**config.mk**
```make
export PLATFORM = sky130hd
export DESIGN_NAME = pc_sequencer
export DESIGN_NICKNAME = d
export VERILOG_FILES = /design/src/rtl/pc_sequencer_pkg.sv /design/src/rtl/return_addr_stack.sv /design/src/rtl/pc_sequencer.sv
export SDC_FILE = /design/constraint.sdc
export NUM_CORES = 1
export LEC_CHECK = 0
export ABC_CLOCK_PERIOD_IN_PS = 2200
export BUFFER_PORTS_ARGS = -buffer_cell sky130_fd_sc_hd__buf_4
export CAP_MARGIN = 20
export CELL_PAD_IN_SITES_DETAIL_PLACEMENT = 0
export CELL_PAD_IN_SITES_GLOBAL_PLACEMENT = 1
export CORE_ASPECT_RATIO = 1.5
export CORE_MARGIN = 2
export CORE_UTILIZATION = 30
export DETAILED_ROUTE_END_ITERATION = 8
export PLACE_DENSITY_LB_ADDON = 0.08
export SYNTH_ARGS = -nofsm -noshare
export SYNTH_HDL_FRONTEND = slang
export SYNTH_SLANG_ARGS = --single-unit
```
**constraint.sdc**
```tcl
create_clock -name clk -period 2.2 [get_ports clk]
set_clock_uncertainty 0.05 [all_clocks]
set_input_delay 0.44 -clock clk [delete_from_list [all_inputs] [get_ports clk]]
set_output_delay 0.44 -clock clk [all_outputs]
set_load 0.01 [all_outputs]
```
**src/rtl/pc_sequencer_pkg.sv**
```systemverilog
`default_nettype none
// ----------------------------------------------------------------------------
// pc_sequencer_pkg : shared types and defaults for the fetch PC sequencer
// Revision 1.0
// ----------------------------------------------------------------------------
package pc_sequencer_pkg;

    localparam int PC_W_DEF     = 8;
    localparam int RESET_PC_DEF = 0;

    typedef enum logic [0:0] {
        RUN    = 1'b0,
        HALTED = 1'b1
    } pc_state_t;

    typedef enum logic [2:0] {
        SRC_SEQ  = 3'd0,
        SRC_BR   = 3'd1,
        SRC_JMP  = 3'd2,
        SRC_RET  = 3'd3,
        SRC_HOLD = 3'd4
    } pc_src_t;

endpackage
`default_nettype wire

```
**src/rtl/return_addr_stack.sv**
```systemverilog
`default_nettype none
// ----------------------------------------------------------------------------
// return_addr_stack : circular return-address stack, oldest entry overwritten
// when full. Revision 1.0
// ----------------------------------------------------------------------------
module return_addr_stack #(
    parameter int DEPTH = 4,
    parameter int W     = 8
) (
    input  logic         clk,
    input  logic         rst_n,
    input  logic         push,
    input  logic         pop,
    input  logic [W-1:0] din,
    output logic [W-1:0] top,
    output logic         empty,
    output logic         full,
    output logic         err_pulse
);

    localparam int PTR_W = $clog2(DEPTH);
    localparam int CNT_W = PTR_W + 1;

    logic [W-1:0]     r_mem [DEPTH];
    logic [PTR_W-1:0] r_wp;
    logic [CNT_W-1:0] r_cnt;
    logic [PTR_W-1:0] w_top_idx;

    // r_wp is the next write slot, so the most recent entry sits just below it
    assign w_top_idx = r_wp - PTR_W'(1);
    assign top       = r_mem[w_top_idx];
    assign empty     = (r_cnt == '0);
    assign full      = (r_cnt == CNT_W'(DEPTH));
    assign err_pulse = (push & full) | (pop & ~push & empty);

    always_ff @(posedge clk or negedge rst_n) begin
        if (!rst_n) begin
            r_wp  <= '0;
            r_cnt <= '0;
        end else if (push) begin
            r_wp <= r_wp + PTR_W'(1);
            if (!full) begin
                r_cnt <= r_cnt + CNT_W'(1);
            end
        end else if (pop && !empty) begin
            r_wp  <= w_top_idx;
            r_cnt <= r_cnt - CNT_W'(1);
        end
    end

    always_ff @(posedge clk) begin
        if (push) begin
            r_mem[r_wp] <= din;
        end
    end

endmodule
`default_nettype wire

```
**src/rtl/pc_sequencer.sv**
```systemverilog
`default_nettype none
// ----------------------------------------------------------------------------
// pc_sequencer : fetch PC selection, pipeline flush, halt/resume and RAS
// Revision 1.0
// ----------------------------------------------------------------------------
module pc_sequencer
    import pc_sequencer_pkg::*;
#(
    parameter int              PC_W      = PC_W_DEF,
    parameter int              RAS_DEPTH = 4,
    parameter logic [PC_W-1:0] RESET_PC  = PC_W'(RESET_PC_DEF)
) (
    input  logic            clk,
    input  logic            rst_n,
    input  logic            stall,
    input  logic            br_taken,
    input  logic [PC_W-1:0] br_target,
    input  logic            jmp_valid,
    input  logic [PC_W-1:0] jmp_target,
    input  logic            call,
    input  logic            ret_valid,
    input  logic [PC_W-1:0] id_pc_plus1,
    input  logic            halt_req,
    input  logic            resume,
    output logic [PC_W-1:0] pc,
    output logic [PC_W-1:0] pc_plus1,
    output logic            flush_if,
    output logic            flush_id,
    output logic            halted,
    output logic            ras_empty,
    output logic            ras_err
);

    pc_state_t       r_state;
    pc_state_t       w_state_nxt;
    pc_src_t         w_src;
    logic [PC_W-1:0] r_pc;
    logic [PC_W-1:0] w_pc_nxt;
    logic [PC_W-1:0] w_pc_plus1;
    logic [PC_W-1:0] w_ras_top;
    logic            r_flush_if;
    logic            r_flush_id;
    logic            r_ras_err;
    logic            w_flush_if_nxt;
    logic            w_flush_id_nxt;
    logic            w_push;
    logic            w_pop;
    logic            w_ras_empty;
    logic            w_ras_full_unused;
    logic            w_ras_err_pulse;

    assign w_pc_plus1 = r_pc + PC_W'(1);

    return_addr_stack #(
        .DEPTH (RAS_DEPTH),
        .W     (PC_W)
    ) u_ras (
        .clk       (clk),
        .rst_n     (rst_n),
        .push      (w_push),
        .pop       (w_pop),
        .din       (id_pc_plus1),
        .top       (w_ras_top),
        .empty     (w_ras_empty),
        .full      (w_ras_full_unused),
        .err_pulse (w_ras_err_pulse)
    );

    always_comb begin
        w_src          = SRC_HOLD;
        w_state_nxt    = r_state;
        w_push         = 1'b0;
        w_pop          = 1'b0;
        w_flush_if_nxt = 1'b0;
        w_flush_id_nxt = 1'b0;
        case (r_state)
            RUN: begin
                if (br_taken) begin
                    w_src = SRC_BR;
                end else if (jmp_valid && !stall) begin
                    w_src  = SRC_JMP;
                    w_push = call;
                end else if (ret_valid && !stall) begin
                    w_src = SRC_RET;
                    w_pop = 1'b1;
                end else if (!stall) begin
                    w_src = SRC_SEQ;
                end
                // The halt edge still redirects pc, but no flush is shown while halted
                if (halt_req && !br_taken) begin
                    w_state_nxt = HALTED;
                end else begin
                    w_flush_if_nxt = (w_src == SRC_BR) || (w_src == SRC_JMP) ||
                                     (w_src == SRC_RET);
                    w_flush_id_nxt = (w_src == SRC_BR);
                end
            end
            HALTED: begin
                if (resume && !halt_req) begin
                    w_state_nxt = RUN;
                end
            end
            default: begin
                w_state_nxt = RUN;
            end
        endcase
    end

    always_comb begin
        w_pc_nxt = r_pc;
        case (w_src)
            SRC_SEQ:  w_pc_nxt = w_pc_plus1;
            SRC_BR:   w_pc_nxt = br_target;
            SRC_JMP:  w_pc_nxt = jmp_target;
            SRC_RET:  w_pc_nxt = w_ras_empty ? RESET_PC : w_ras_top;
            SRC_HOLD: w_pc_nxt = r_pc;
            default:  w_pc_nxt = r_pc;
        endcase
    end

    always_ff @(posedge clk or negedge rst_n) begin
        if (!rst_n) begin
            r_state    <= RUN;
            r_pc       <= RESET_PC;
            r_flush_if <= 1'b0;
            r_flush_id <= 1'b0;
            r_ras_err  <= 1'b0;
        end else begin
            r_state    <= w_state_nxt;
            r_pc       <= w_pc_nxt;
            r_flush_if <= w_flush_if_nxt;
            r_flush_id <= w_flush_id_nxt;
            r_ras_err  <= r_ras_err | w_ras_err_pulse;
        end
    end

    assign pc        = r_pc;
    assign pc_plus1  = w_pc_plus1;
    assign flush_if  = r_flush_if;
    assign flush_id  = r_flush_id;
    assign halted    = (r_state == HALTED);
    assign ras_empty = w_ras_empty;
    assign ras_err   = r_ras_err;

endmodule
`default_nettype wire

```
==> results of run 1 <==
-- cells by family after synthesis --
logic type / count (synthesis) / synth area share [%]
xor+xnor: 9 / 3.26
compound gates: 35 / 10.2
flops: 49 / 57.4
simple gates: 53 / 14.2
fa+ha+maj: 6 / 3.42
buf+inv: 19 / 3.21
mux: 10 / 8.29
-- metal layers --
layer / vias to the layer above / wire length [um]
met2: 49 / 3300
li1: 827 / -
met3: 4 / 250
met4: 0 / 59
met1: 836 / 2340
met5: - / 0
-- cell type report --
class	count	area, um2	area share (%)
repair buffers	65	490	15.6
inverters	9	33.8	1.07
multi-input cells	113	952	30.2
clock inverters	3	28.8	0.914
clock buffers	5	125	3.97
flip-flops and latches	49	1390	44.0
well taps	105	131	4.17
-- worst min path at each step --
stage	endpoint	cells after the start
2_1_floorplan	flush_id$_DFF_PN0_	0
3_3_place_gp	flush_if$_DFF_PN0_	1
3_5_place_dp	halted$_DFF_PN0_	1
4_1_cts	halted$_DFF_PN0_	2
5_1_grt	halted$_DFF_PN0_	2
6_report	halted$_DFF_PN0_	2
-- worst max-delay path: cells and delay by family (launching register included) --
| kind | cells | cell delay, ns |
|---|---|---|
| buffers and inverters | 1 | 0.16 |
| XOR/XNOR | 1 | 0.22 |
| AND/OR/NAND/NOR | 2 | 0.39 |
| flip-flops | 1 | 0.48 |
-- state kept, by name (all words and copies together), names as in the netlist --
name,count
u_ras.r_mem,32
pc,8
u_ras.r_cnt,3
u_ras.r_wp,2
flush_id,1
flush_if,1
halted,1
ras_err,1
-- layout by cell type (no fill, tap or decap), types with 4 or more instances in the layout --
| master | n |
|---|---|
| nor2_1 | 7 |
| nand2_1 | 6 |
| a21oi_1 | 9 |
| buf_4 | 64 |
| nand3_1 | 8 |
| mux4_2 | 8 |
| inv_1 | 9 |
| ha_1 | 5 |
| xor2_1 | 4 |
| clkbuf_16 | 5 |
| dfrtp_1 | 17 |
| xnor2_1 | 5 |
| nand4_1 | 6 |
| and3_1 | 5 |
| a22oi_1 | 5 |
| edfxtp_1 | 32 |
-- what timing repair did --
| action | 4_1_cts | 5_1_grt |
|---|---|---|
| setup endpoints to repair | 0 | 0 |
| hold buffers | 1 | 0 |
| hold endpoints to repair | 17 | 0 |
-- power breakdown --
group,total [mW],switching [mW],internal (mW)
registers,1.14,0.0838,1.06
clock network,0.815,0.376,0.438
logic,0.915,0.431,0.484
==> impl_metrics.toml, run 1 <==
[outcome]
run_status = "finished clean"

[routing]
drt-total-wl_mm = 5.95
drt_iter0_drc = 61
via_per_inst = 4.92
vias = 1716
ant_nets = 0
dr.pass1.iters = 4
post_drt_wl_per_cell_um = 17.0
drc_errors = 0

[timing]
finalCritPeriodShare_pct = 92.5
setup_tns_ns = 0
layout_setup_ws_ns = 0.166
min_period_ns = 2.03
worstMarginPinSlew_ns = 0.445
hold_viol = 0
rsz0062_at_grt = "false"
finalSetupViolations = 0
hold_ws_ns = 0.266
slew_headroom_pct = 70.3
fmax_mhz = 492
slew_violations = 0

[pwr]
power_mw = 2.87
vdd_drop_max_uv = 430
p_leak_nw = 1.28
p_per_area_mw_per_mm2 = 912

[finish]
diodes = 0
nNetsFinal = 282
fill_cells = 802
areaGrowthSynthToFinish_pct = 30.3
fin_area_mm2 = 0.00315
drive_above_1_share_pct = 35.2
fin_util_pct = 39.8
fin_cells = 349

[yosys]
synth_cell_types = 44
yosysTopAreaCellShare_pct = 39.8
synth_edf_count = 32
synth_common_cells = "edfxtp_1, dfrtp_1, a21oi_1, inv_1"
synth-seq-cells = 49
yosysMostFrequentCell = "edfxtp_1"
synth.area.top_cells = "edfxtp_1, dfrtp_1, mux4_2, ha_1, a21oi_1"
yosysSeqAreaShare_pct = 57.4
synth_warnings = 0
synth_nets = 220
synthesis.area_mm2 = 0.00242
synth_ff_type = "edfxtp_1"
synth_top_cell_by_area = "edfxtp_1"
syn-instance-count = 181
postSynthAreaPerCell_um2 = 13.3
async_flop_share_pct = 34.7

[worst_hold_path]
worstHoldStart = "resume"
hold_class = "in2reg"

[setup_path]
crit_end = "pc_plus1[5]"
startpoint = "pc[0]$_DFFE_PN0P_"
r2r_start = "u_ras.r_wp[1]$_DFFE_PN0P_"
cp.required_ns = 1.71
cp-end-kind = "output pin"
r2r_end = "pc[7]$_DFFE_PN0P_"
cp_max_fo = 8
slowest_stage = "dfrtp_1"
worstSetupStartpointType = "register"
worstPathArrival_ns = 1.54
reg2reg_depth = 6
max_stage_delay_ns = 0.48
crit_chain = "and3_1 > nand3_1 > xnor2_1 > buf_4"
reg2reg_slack_ns = 0.24
path_class = "reg2out"

[placement]
gp_congestion = 0.817
port_buffers = 53
dp_cells = 340
dpl.hpwl_mm = 4.53
placed_cell_area_mm2 = 0.00298
dpl_worst_slack_ns = 0.135

[global_route]
groute.layer.met1.usage_pct = 15.1
overflow = 0
gr-max-usage-layer = "met2"
grt_pass1_wl_mm = 9.58
met3_usage_pct = 3.01
antenna_found_initial = 0
grt_pass1_vias = 1864
grt_max_degree = 19
grtUsageMet2_pct = 27.1
grt.total_usage_pct = 14.2

[clock_network]
cts_resized = 0
clk_pin_slew_ns = 0.07
htreeDepth = 2
clock_latency_ns = 0.29
post_cts_buffers = 0
clockBufferDepth = 2
numCtsBuffers = 5
cts-root-buf = "clkbuf_16"
cts_sinks = 49
cts_tree = "built"

[floorplan]
core_area_mm2 = 0.00791
floorplan.initialDensity_pct = 30.6
dieArea_mm2 = 0.00880
core.rowCount = 40
io_pins = 54
die_y_um = 114
die_x_um = 77.3

[flow_run]
maxCapViolations = 0
Note: power is estimated with default switching activity, not from simulation.
==> inputs of run 2 (changes only) <==
- RECOVER_POWER: unset -> 25
==> run 2 against run 1 <==
Effect of this change:
- sequential share of layout area up 0.42 points
- global-route usage unchanged
- fmax about the same
- combinational power down 0.7%
- critical path depth unchanged
- sequential power about the same
- via count down 0.23%
- total power down 0.21%
- clock-buffer cell count unchanged
- critical endpoint unchanged
==> impl_metrics.toml, run 2 (synthesis results as in run 1) <==
[outcome]
run_status = "finished clean"

[finish]
fin_cells = 349
diodes = 0
areaGrowthSynthToFinish_pct = 29.1
regMostFlops = "u_ras.r_mem"
fin_util_pct = 39.4
nNetsFinal = 282
final_common_cell = "buf_4"
fin_area_mm2 = 0.00312
drive_above_1_share_pct = 32.0
layout_common_cells = "buf_4, edfxtp_1, dfrtp_1, inv_1, a21oi_1"
largest_reg_flops = 32

[setup_path]
path_class = "reg2out"
cp_max_fo = 8
critPathBufInv = 1
crit_family = "flip-flops"
worstPathArrival_ns = 1.54
max_stage_delay_ns = 0.48
cp-end-kind = "output pin"
slowest_stage = "dfrtp_1"
worstSetupStartpointType = "register"
reg2reg_slack_ns = 0.24
cp.required_ns = 1.71
crit_chain = "and3_1 > nand3_1 > xnor2_1 > buf_4"

[pwr]
p_per_area_mw_per_mm2 = 918
p_clk_share_pct = 28.4
power.switching_mw = 0.891
swShare_pct = 31.1
vdd_drop_max_uv = 431
p_int_mw = 1.97
seqPwrFrac_pct = 39.8
p_leak_nw = 1.25
combPwrFrac_pct = 31.8
power_mw = 2.86

[global_route]
grt_max_degree = 19
overflow = 0
grt_pass1_wl_mm = 9.58
grt.total_usage_pct = 14.2
antenna_found_initial = 0
grt_pass1_vias = 1864

[clock_network]
clk_pin_slew_ns = 0.07
cts-root-buf = "clkbuf_16"
clockBufferDepth = 2
htreeDepth = 2
numCtsBuffers = 5
clock_latency_ns = 0.29
cts_sinks = 49
cts_tree = "built"

[timing]
hold_ws_ns = 0.266
min_period_ns = 2.03
hold_viol = 0
slew_headroom_pct = 69.6
fmax_mhz = 491
slew_violations = 0
setup_tns_ns = 0
layout_setup_ws_ns = 0.165
finalSetupViolations = 0
rsz0062_at_grt = "false"
worstMarginPinSlew_ns = 0.456
finalCritPeriodShare_pct = 92.5

[routing]
drc_errors = 0
via_per_inst = 4.91
post_drt_wl_per_cell_um = 17.1
ant_nets = 0
drt-total-wl_mm = 5.96
vias = 1712
dr.pass1.iters = 4
drt_iter0_drc = 63

[placement]
dp_cells = 340
port_buffers = 53
placed_cell_area_mm2 = 0.00298
dpl_worst_slack_ns = 0.135
gp_congestion = 0.817
dpl.hpwl_mm = 4.53

[floorplan]
io_pins = 54
dieArea_mm2 = 0.00880
floorplan.initialDensity_pct = 30.6
core_area_mm2 = 0.00791
core.rowCount = 40
die_y_um = 114
die_x_um = 77.3

[worst_hold_path]
hold_class = "in2reg"

[flow_run]
maxCapViolations = 0
==> run 2: area by class of cell <==
cell class / instances / area, um2
Timing Repair Buffer: 65 / 460
Clock inverter: 3 / 28.8
Multi-Input combinational cell: 113 / 952
Sequential cell: 49 / 1390
Tap cell: 105 / 131
Fill cell: 816 / 4790
Inverter: 9 / 33.8
Clock buffer: 5 / 125
==> run 2: what timing repair did <==
item                      in CTS  in global routing
hold buffers                   1                  0
setup buffers                  0                  0
gates resized for setup        0                  0
hold endpoints to repair      17                  0
==> run 2: worst paths after layout <==
path / startpoint / end / depth (start not counted)
worst max-delay path: pc[0]$_DFFE_PN0P_ / pc_plus1[5] / 4
worst min-delay path: resume / halted$_DFF_PN0_ / 2
worst max register to register: u_ras.r_wp[1]$_DFFE_PN0P_ / pc[7]$_DFFE_PN0P_ / 6
worst min register to register: ras_err$_DFF_PN0_ / ras_err$_DFF_PN0_ / 1
max in group asynchronous: rst_n / flush_id$_DFF_PN0_ / 2
min in group asynchronous: rst_n / halted$_DFF_PN0_ / 2
==> run 2: power by group through the flow <==
stage | clock [mW] | sequential, mW | combinational, mW
final | 0.815 | 1.14 | 0.909
after global routing | 0.879 | 1.15 | 1.01
after CTS | 0.842 | 1.14 | 0.945
after detailed placement | 0 | 1.16 | 0.941
after global placement | 0 | 1.16 | 0.938
after floorplan | 0 | 1.16 | 0.545
==> run 2: routing by layer <==
| metal | global-route usage [%] | share of wire, % | routed length, um |
|---|---|---|---|
| met1 | 15.1 | 39 | 2350 |
| met2 | 27.1 | 55 | 3300 |
| met3 | 3.01 | 4.3 | 255 |
| met4 | 5.36 | 0.99 | 59 |
| met5 | 0 | 0 | 0 |
==> run 2: worst reg2reg max path, cell delays in order, from the launching register on <==
cell and delay, ns:
dfrtp_1 0.41, inv_1 0.08, ha_1 0.53, mux4_2 0.36, inv_1 0.07, o22ai_1 0.07, a211o_1 0.27
